File: src/rtl/tff_counter_ctrl.sv
// -----------------------------------------------------------------------------
// tff_counter_ctrl
//
// Sequencer for an external bank of WIDTH toggle flip-flops. The bank's next
// value is cnt_q ^ t_en, so driving t_en = cnt_q ^ X forces the bank to X on the
// next edge. Driving the per-bit carry pattern instead steps it by one. The
// block uses this to run the bank as an up/down counter with load, limit
// detect, one-shot and auto-reload modes.
//
// Ports
//   clk          in   system clock, rising edge
//   rst          in   synchronous reset, active-high
//   start        in   begin a run (sampled in IDLE / DONE)
//   stop         in   abort a run, or leave DONE
//   dir          in   1 = up, 0 = down (latched on start)
//   auto_reload  in   reload at limit and keep running (latched on start)
//   reload_val   in   [WIDTH] start / reload value (latched on start)
//   limit        in   [WIDTH] terminal value (latched on start)
//   cnt_q        in   [WIDTH] Q outputs of the T-FF bank
//   t_en         out  [WIDTH] T inputs of the T-FF bank (combinational)
//   busy         out  high in LOAD and RUN (registered)
//   done         out  high in DONE (registered)
//   tc_pulse     out  terminal-count strobe (combinational)
// -----------------------------------------------------------------------------
module tff_counter_ctrl #(
  parameter int WIDTH = 4
) (
  input  logic             clk,
  input  logic             rst,
  input  logic             start,
  input  logic             stop,
  input  logic             dir,
  input  logic             auto_reload,
  input  logic [WIDTH-1:0] reload_val,
  input  logic [WIDTH-1:0] limit,
  input  logic [WIDTH-1:0] cnt_q,
  output logic [WIDTH-1:0] t_en,
  output logic             busy,
  output logic             done,
  output logic             tc_pulse
);

  localparam logic [2:0] S_INIT = 3'd0;
  localparam logic [2:0] S_IDLE = 3'd1;
  localparam logic [2:0] S_LOAD = 3'd2;
  localparam logic [2:0] S_RUN  = 3'd3;
  localparam logic [2:0] S_DONE = 3'd4;

  logic [2:0]       state;
  logic [2:0]       state_nxt;
  logic             latch_cfg;
  logic             at_limit;

  logic             dir_l;
  logic             auto_reload_l;
  logic [WIDTH-1:0] reload_val_l;
  logic [WIDTH-1:0] limit_l;

  // Toggle pattern for a +/-1 step: bit i toggles when every lower bit is
  // 1 (counting up) or 0 (counting down). Wrap falls out modulo 2^WIDTH.
  function automatic logic [WIDTH-1:0] step_en(input logic [WIDTH-1:0] q,
                                               input logic up);
    logic [WIDTH-1:0] en;
    logic             carry;
    carry = 1'b1;
    for (int i = 0; i < WIDTH; i++) begin
      en[i] = carry;
      carry = carry & (up ? q[i] : ~q[i]);
    end
    return en;
  endfunction

  assign at_limit = (cnt_q == limit_l);

  always_comb begin
    state_nxt = state;
    t_en      = '0;
    tc_pulse  = 1'b0;
    latch_cfg = 1'b0;
    case (state)
      S_INIT: begin
        // Toggle every set bit: clears the bank regardless of power-up value.
        t_en      = cnt_q;
        state_nxt = S_IDLE;
      end
      S_IDLE: begin
        if (start) begin
          latch_cfg = 1'b1;
          state_nxt = S_LOAD;
        end
      end
      S_LOAD: begin
        t_en      = cnt_q ^ reload_val_l;
        state_nxt = S_RUN;
      end
      S_RUN: begin
        // stop outranks the limit check, so an aborted run never strobes.
        if (stop) begin
          state_nxt = S_IDLE;
        end else if (at_limit) begin
          tc_pulse = 1'b1;
          if (auto_reload_l) begin
            t_en = cnt_q ^ reload_val_l;
          end else begin
            state_nxt = S_DONE;
          end
        end else begin
          t_en = step_en(cnt_q, dir_l);
        end
      end
      S_DONE: begin
        if (stop) begin
          state_nxt = S_IDLE;
        end else if (start) begin
          latch_cfg = 1'b1;
          state_nxt = S_LOAD;
        end
      end
      default: begin
        state_nxt = S_INIT;
      end
    endcase
  end

  // State register; busy/done are decoded from the next state so they line up
  // with the state they describe without a combinational path to the outputs.
  always_ff @(posedge clk) begin
    if (rst) begin
      state         <= S_INIT;
      busy          <= 1'b0;
      done          <= 1'b0;
      dir_l         <= 1'b0;
      auto_reload_l <= 1'b0;
      reload_val_l  <= '0;
      limit_l       <= '0;
    end else begin
      state <= state_nxt;
      busy  <= (state_nxt == S_LOAD) || (state_nxt == S_RUN);
      done  <= (state_nxt == S_DONE);
      if (latch_cfg) begin
        dir_l         <= dir;
        auto_reload_l <= auto_reload;
        reload_val_l  <= reload_val;
        limit_l       <= limit;
      end
    end
  end

endmodule

File: config.mk
export PLATFORM = sky130hd
export DESIGN_NAME = tff_counter_ctrl
export DESIGN_NICKNAME = d
export VERILOG_FILES = /design/src/rtl/tff_counter_ctrl.sv
export SDC_FILE = /design/constraint.sdc
export NUM_CORES = 1
export LEC_CHECK = 0
export CORE_ASPECT_RATIO = 0.75
export CORE_MARGIN = 2
export CORE_UTILIZATION = 45
export CTS_CLUSTER_SIZE = 16
export DETAILED_ROUTE_END_ITERATION = 8
export GPL_ROUTABILITY_DRIVEN = 0
export MAX_ROUTING_LAYER = met4
export PLACE_DENSITY = 0.75
export SKIP_CTS_REPAIR_TIMING = 1
export SLEW_MARGIN = 10
export SYNTH_ARGS = -nofsm -noshare
export SYNTH_HDL_FRONTEND = slang
export SYNTH_SLANG_ARGS = --single-unit
File: constraint.sdc
create_clock -name clk -period 4.75 [get_ports clk]
set_input_delay 0.95 -clock clk [delete_from_list [all_inputs] [get_ports clk]]
set_output_delay 0.95 -clock clk [all_outputs]
set_load 0.02 [all_outputs]
### After elaboration in Yosys (flattened, before gate mapping)

Index checks and enable logic that the tools add are counted.

| operators by class | value |
|---|---|
| equal/unequal tests | 8 |
| reductions and logical operators | 2 |
| bitwise gates (word level) | 6 |
| muxes and demuxes | 19 |

Operators by type and width:

| kind | number |
|---|---|
| 2-to-1 mux 3 bit | 5 |
| one-hot mux 3 bit (5 select lines) | 1 |
| == test 3 x 2 -> 1 bit (second input constant) | 4 |
| 2-to-1 mux 4 bit | 3 |
| one-hot mux 4 bit (3 select lines) | 1 |
| 2-to-1 mux 1 bit | 8 |
| == test 3 bit (second input constant) | 2 |
| == test 4 bit | 1 |
| bitwise XOR 4 bit | 1 |
| == test 3 x 1 -> 1 bit (second input constant) | 1 |
| zero test 3 bit | 1 |
| NOT 1 bit | 3 |
| bitwise AND 1 bit | 2 |
| one-hot mux 1 bit (2 select lines) | 1 |
| logical OR 1 bit | 1 |

| storage, ports and cells | value |
|---|---|
| output and inout bits | 7 |
| bits of input ports | 18 |
| bits in registers | 15 |

### Longest topological paths before layout

| depth | value |
|---|---|
| depth after elaboration | 7 |
| depth in mapped cells | 6 |

### Worst setup path after synthesis

No wires, ideal clock.

| timing path | value |
|---|---|
| kind | input port to output port |
| start point | input port cnt_q[1] |
| end point | output port t_en[2] |
| path buffers | 1 |
| path slack | 1.654 ns |
| data arrival time | 2.146 ns |
| stages on the path | 5 |
| path through | buf_2 -> xnor2_2 -> and4_4 -> mux2_4 -> o22ai_1 |

| between the ends | value |
|---|---|
| longest elaborated chain between the ends | 6 |
| elaborated cells on any way between the ends | 7 |
| classes of those cells | 1 x eq/ne; 4 x mux; 2 x bitwise |

Ends and longest elaborated chain:

| element | RTL line | text |
|---|---|---|
| start, declared | 36 | `input logic [WIDTH-1:0] cnt_q,` |
| NOT 1 bit | 68 | `carry = carry & (up ? q[i] : ~q[i]);` |
| 2-to-1 mux 1 bit | 68 |  |
| bitwise AND 1 bit | 68 |  |
| 2-to-1 mux 4 bit * | 100 | `end else if (at_limit) begin` |
| 2-to-1 mux 4 bit * | 98 | `if (stop) begin` |
| one-hot mux 4 bit (3 select lines) * | 80 | `case (state)` |
| end, declared | 37 | `output logic [WIDTH-1:0] t_en,` |

Every way passes the cells marked *; elsewhere a longest branch is shown, timed or not.

### Worst setup path in the final report

| timing path | value |
|---|---|
| start point | input port cnt_q[0] |
| end point | output port t_en[2] |

The elaborated chain is that of the path after synthesis.

==> flow_summary_export.csv <==
group,metric,value,unit
outcome,status,"finished clean",
routing,detail-route-antenna-nets,0,
routing,drtIter0Drc,27,
setup_path,rr_worst_depth,4,
setup_path,cp-start-kind,"input port",
power_and_ir_drop,p_leak,0.000507,uW
setup_path,cpPeakStageDelay,670,ps
setup_path,cpMostUsedCell,"clkdlybuf4s50_1",
placed_design,place_hpwl,1.46,mm
layout,area_delta_synth_final,27.5,%
global_routing,grt_pass1_wl,3.26,mm
setup_path,worst-setup-path-type,"input port to output port",
layout,num-nets-final,141,
synth,yosysTopAreaCell,"dfxtp_1",
synth,ys_top_cells_by_area,"dfxtp_1, mux2i_1, xor2_1",
setup_path,path_max_fanout,7,
layout,n_antenna_cell,0,
routing,drc,0,
global_routing,grt-ovfl-total,0,
synth,synth_compound_gate_area_share,12.8,%
synth,netlist.area_leader.share,32.2,%
power_and_ir_drop,clockPowerShare,26.6,%
clock_tree,clock_latency,300,ps
synth,seq_area_frac_synth,32.2,%
synth,synth_adder_area_share,0,%
timing,max_slew_margin,51.1,%
clock_tree,root_buffer,"clkbuf_4",
timing,holdWs,551,ps
worst_hold_path,min_path_type,"flip-flop to flip-flop",
routing,first_pass_iters,4,
synth,synth.avg_cell_area,9.23,sq um
floorplan,rows,14,
synth,yosysWarnings,0,
timing,finalHoldViolations,0,
clock_tree,cts-htree-levels,1,
floorplan,die_h,43.4,microns
power_and_ir_drop,p_int,206,uW
timing,slew_violations,0,
clock_tree,ctsLongestPathBuffers,2,
timing,fin_crit_sh,86.0,%
timing,fin_skew,7.63,ps
power_and_ir_drop,netSwitchingPower,89.2,uW
power_and_ir_drop,sw_frac_of_total,30.2,%
global_routing,grt_antenna_before_repair,0,
power_and_ir_drop,max-vdd-ir-drop,166,uV
timing,period_needed,4090,ps
setup_path,cp.depth,6,
synth,syn_nets,119,
clock_tree,path_clk_slew,90,ps
clock_tree,numCtsBuffers,3,
routing,vias,794,
clock_tree,numClockSinks,15,
synth,syn_area,932,sq um
synth,synth_cell_types,35,
power_and_ir_drop,p_comb_share,25.6,%
run,cap_violations,0,
floorplan,dieArea,0.00246,sq mm
power_and_ir_drop,pwr-share-seq,47.8,%
timing,clock.fmax,0.245,GHz
floorplan,pin_count,25,
synth,yosys.area_share.simple,18.0,%
timing,setup_violations,0,
synth,synth_xor_area_share,14.6,%
global_routing,grtUsageTotal,18.0,%
clock_tree,cts_tree,"done",
global_routing,first_global_vias,768,
routing,wl_per_cell,13.2,microns
synth,synth_top_family_by_area,"simple AND/OR/NAND/NOR gates",
synth,synthMuxAreaShare,16.8,%
layout,final_common_cell,"clkdlybuf4s50_1",
routing,routed_wl,1.93,mm
worst_hold_path,whs_path_depth,2,
floorplan,initial_core_util,47.1,%
setup_path,crit_family,"buffers and inverters",
setup_path,crit_path_cell_trace,"clkdlybuf4s50_1 -> xnor2_2 -> and4_4 -> mux2_4 -> o22ai_1 -> clkdlybuf4s50_1",
routing,post_drt_via_cell_ratio,5.44,
setup_path,critPathRequiredTime,3800,ps
setup_path,cp.arrival,3140,ps
synth,postSynthCellCount,101,
timing,tns,0,ps
floorplan,dieWidth,56.6,microns
power_and_ir_drop,power_density,248,mW/mm^2
placed_design,io_buffers,24,
setup_path,cpMaxStageDelayCell,"clkdlybuf4s50_1",
layout,final_cell_mix,"clkdlybuf4s50_1, dfxtp_1, nor2_1",
setup_path,cp.buffers_inverters,2,
timing,worst_pin_slew,733,ps
setup_path,endpoint_kind,"output port",
global_routing,grt_max_degree,16,
timing,rsz0062_at_grt,"false",
floorplan,core,0.00198,sq mm
layout,drive_gt1_share,14.8,%
synth,yosys_register_bits,15,
==> through the flow <==
| stage | std cells | total power (uW) | setup WS, ps | area [sq um] | util [%] |
|---|---|---|---|---|---|
| finish | 146 | 295 | 665 | 1190 | 60.1 |
| global route | 146 | 311 | 588 | 1190 | 60.1 |
| detailed placement | 142 | 219 | 657 | 1160 | 58.5 |
| global placement | 142 | 217 | 683 | 1160 | 58.5 |
| CTS | 146 | 297 | 654 | 1180 | 59.9 |
| floorplan | 101 | 191 | 1650 | 932 | - |
==> worst paths after layout <==
path,start,slack (ps),to
worst min-delay path,limit_l[3],550,limit_l[3]
worst max-delay path,cnt_q[0],660,t_en[2]
worst max register to register,state[2],3070,reload_val_l[3]
worst min register to register,limit_l[3],550,limit_l[3]
==> flip-flops by register name, indices dropped and copies added (netlist names) <==
register	flops
auto_reload_l	1
busy	1
dir_l	1
done	1
limit_l	4
reload_val_l	4
state	3
==> synth_stat cells <==
master and number:
a22oi_1 1, or2_2 1, buf_2 3, nor3_1 2, a21oi_1 4, and4_4 1
buf_4 2, and2_2 1, or2_1 1, a211oi_1 1, nor2b_1 1, clkbuf_1 1
mux2_2 1, o22a_1 1, mux2_4 3, nor3b_1 1, inv_1 2, nand4_2 1
nor2_1 12, nand3b_2 1, nor4_1 1, mux2i_1 10, and2b_1 1, o22ai_2 1
buf_6 1, o22ai_1 5, o21ai_0 1, nand2_1 8, dfxtp_1 15, xnor2_2 3
xnor2_1 1, a31oi_1 1, o31ai_1 2, o21ai_1 1, xor2_1 9
==> worst reg2reg max path, stage by stage, from the launching register on <==
cell and delay, ps:
dfxtp_1 390, and2b_1 230, o21ai_2 600, mux2i_1 270
nor2_1 60
==> layer usage <==
metal | global-route usage, % | wire, microns | vias up
met4 | 5.24 | 38 | 0
met3 | 7.16 | 112 | 6
met2 | 27.9 | 818 | 22
met5 | - | 0 | -
met1 | 21.8 | 965 | 365
li1 | - | - | 401
==> final cells by class <==
class,instances,area [sq um]
tap,24,30.0
clock inverter,1,5.00
clock buffer,3,22.5
multi-input combinational,77,583
timing repair buffer,24,240
inverter,2,7.51
fill,175,791
sequential,15,300
==> power groups by stage <==
stage,registers [uW],logic [uW],clock network [uW]
floorplan,141,50.8,0
global placement,143,74.0,0
detailed placement,144,75.2,0
CTS,141,75.4,80.6
global route,142,82.0,86.8
finish,141,75.4,78.4
==> cell families after synthesis <==
family | count (synthesis)
and+or+nand+nor | 32
AOI/OAI and AO/OA | 18
DFF | 15
muxes | 14
xor gates and xnor gates | 13
buffers and inverters | 9
No activity file was read; power rests on OpenSTA's default activity.
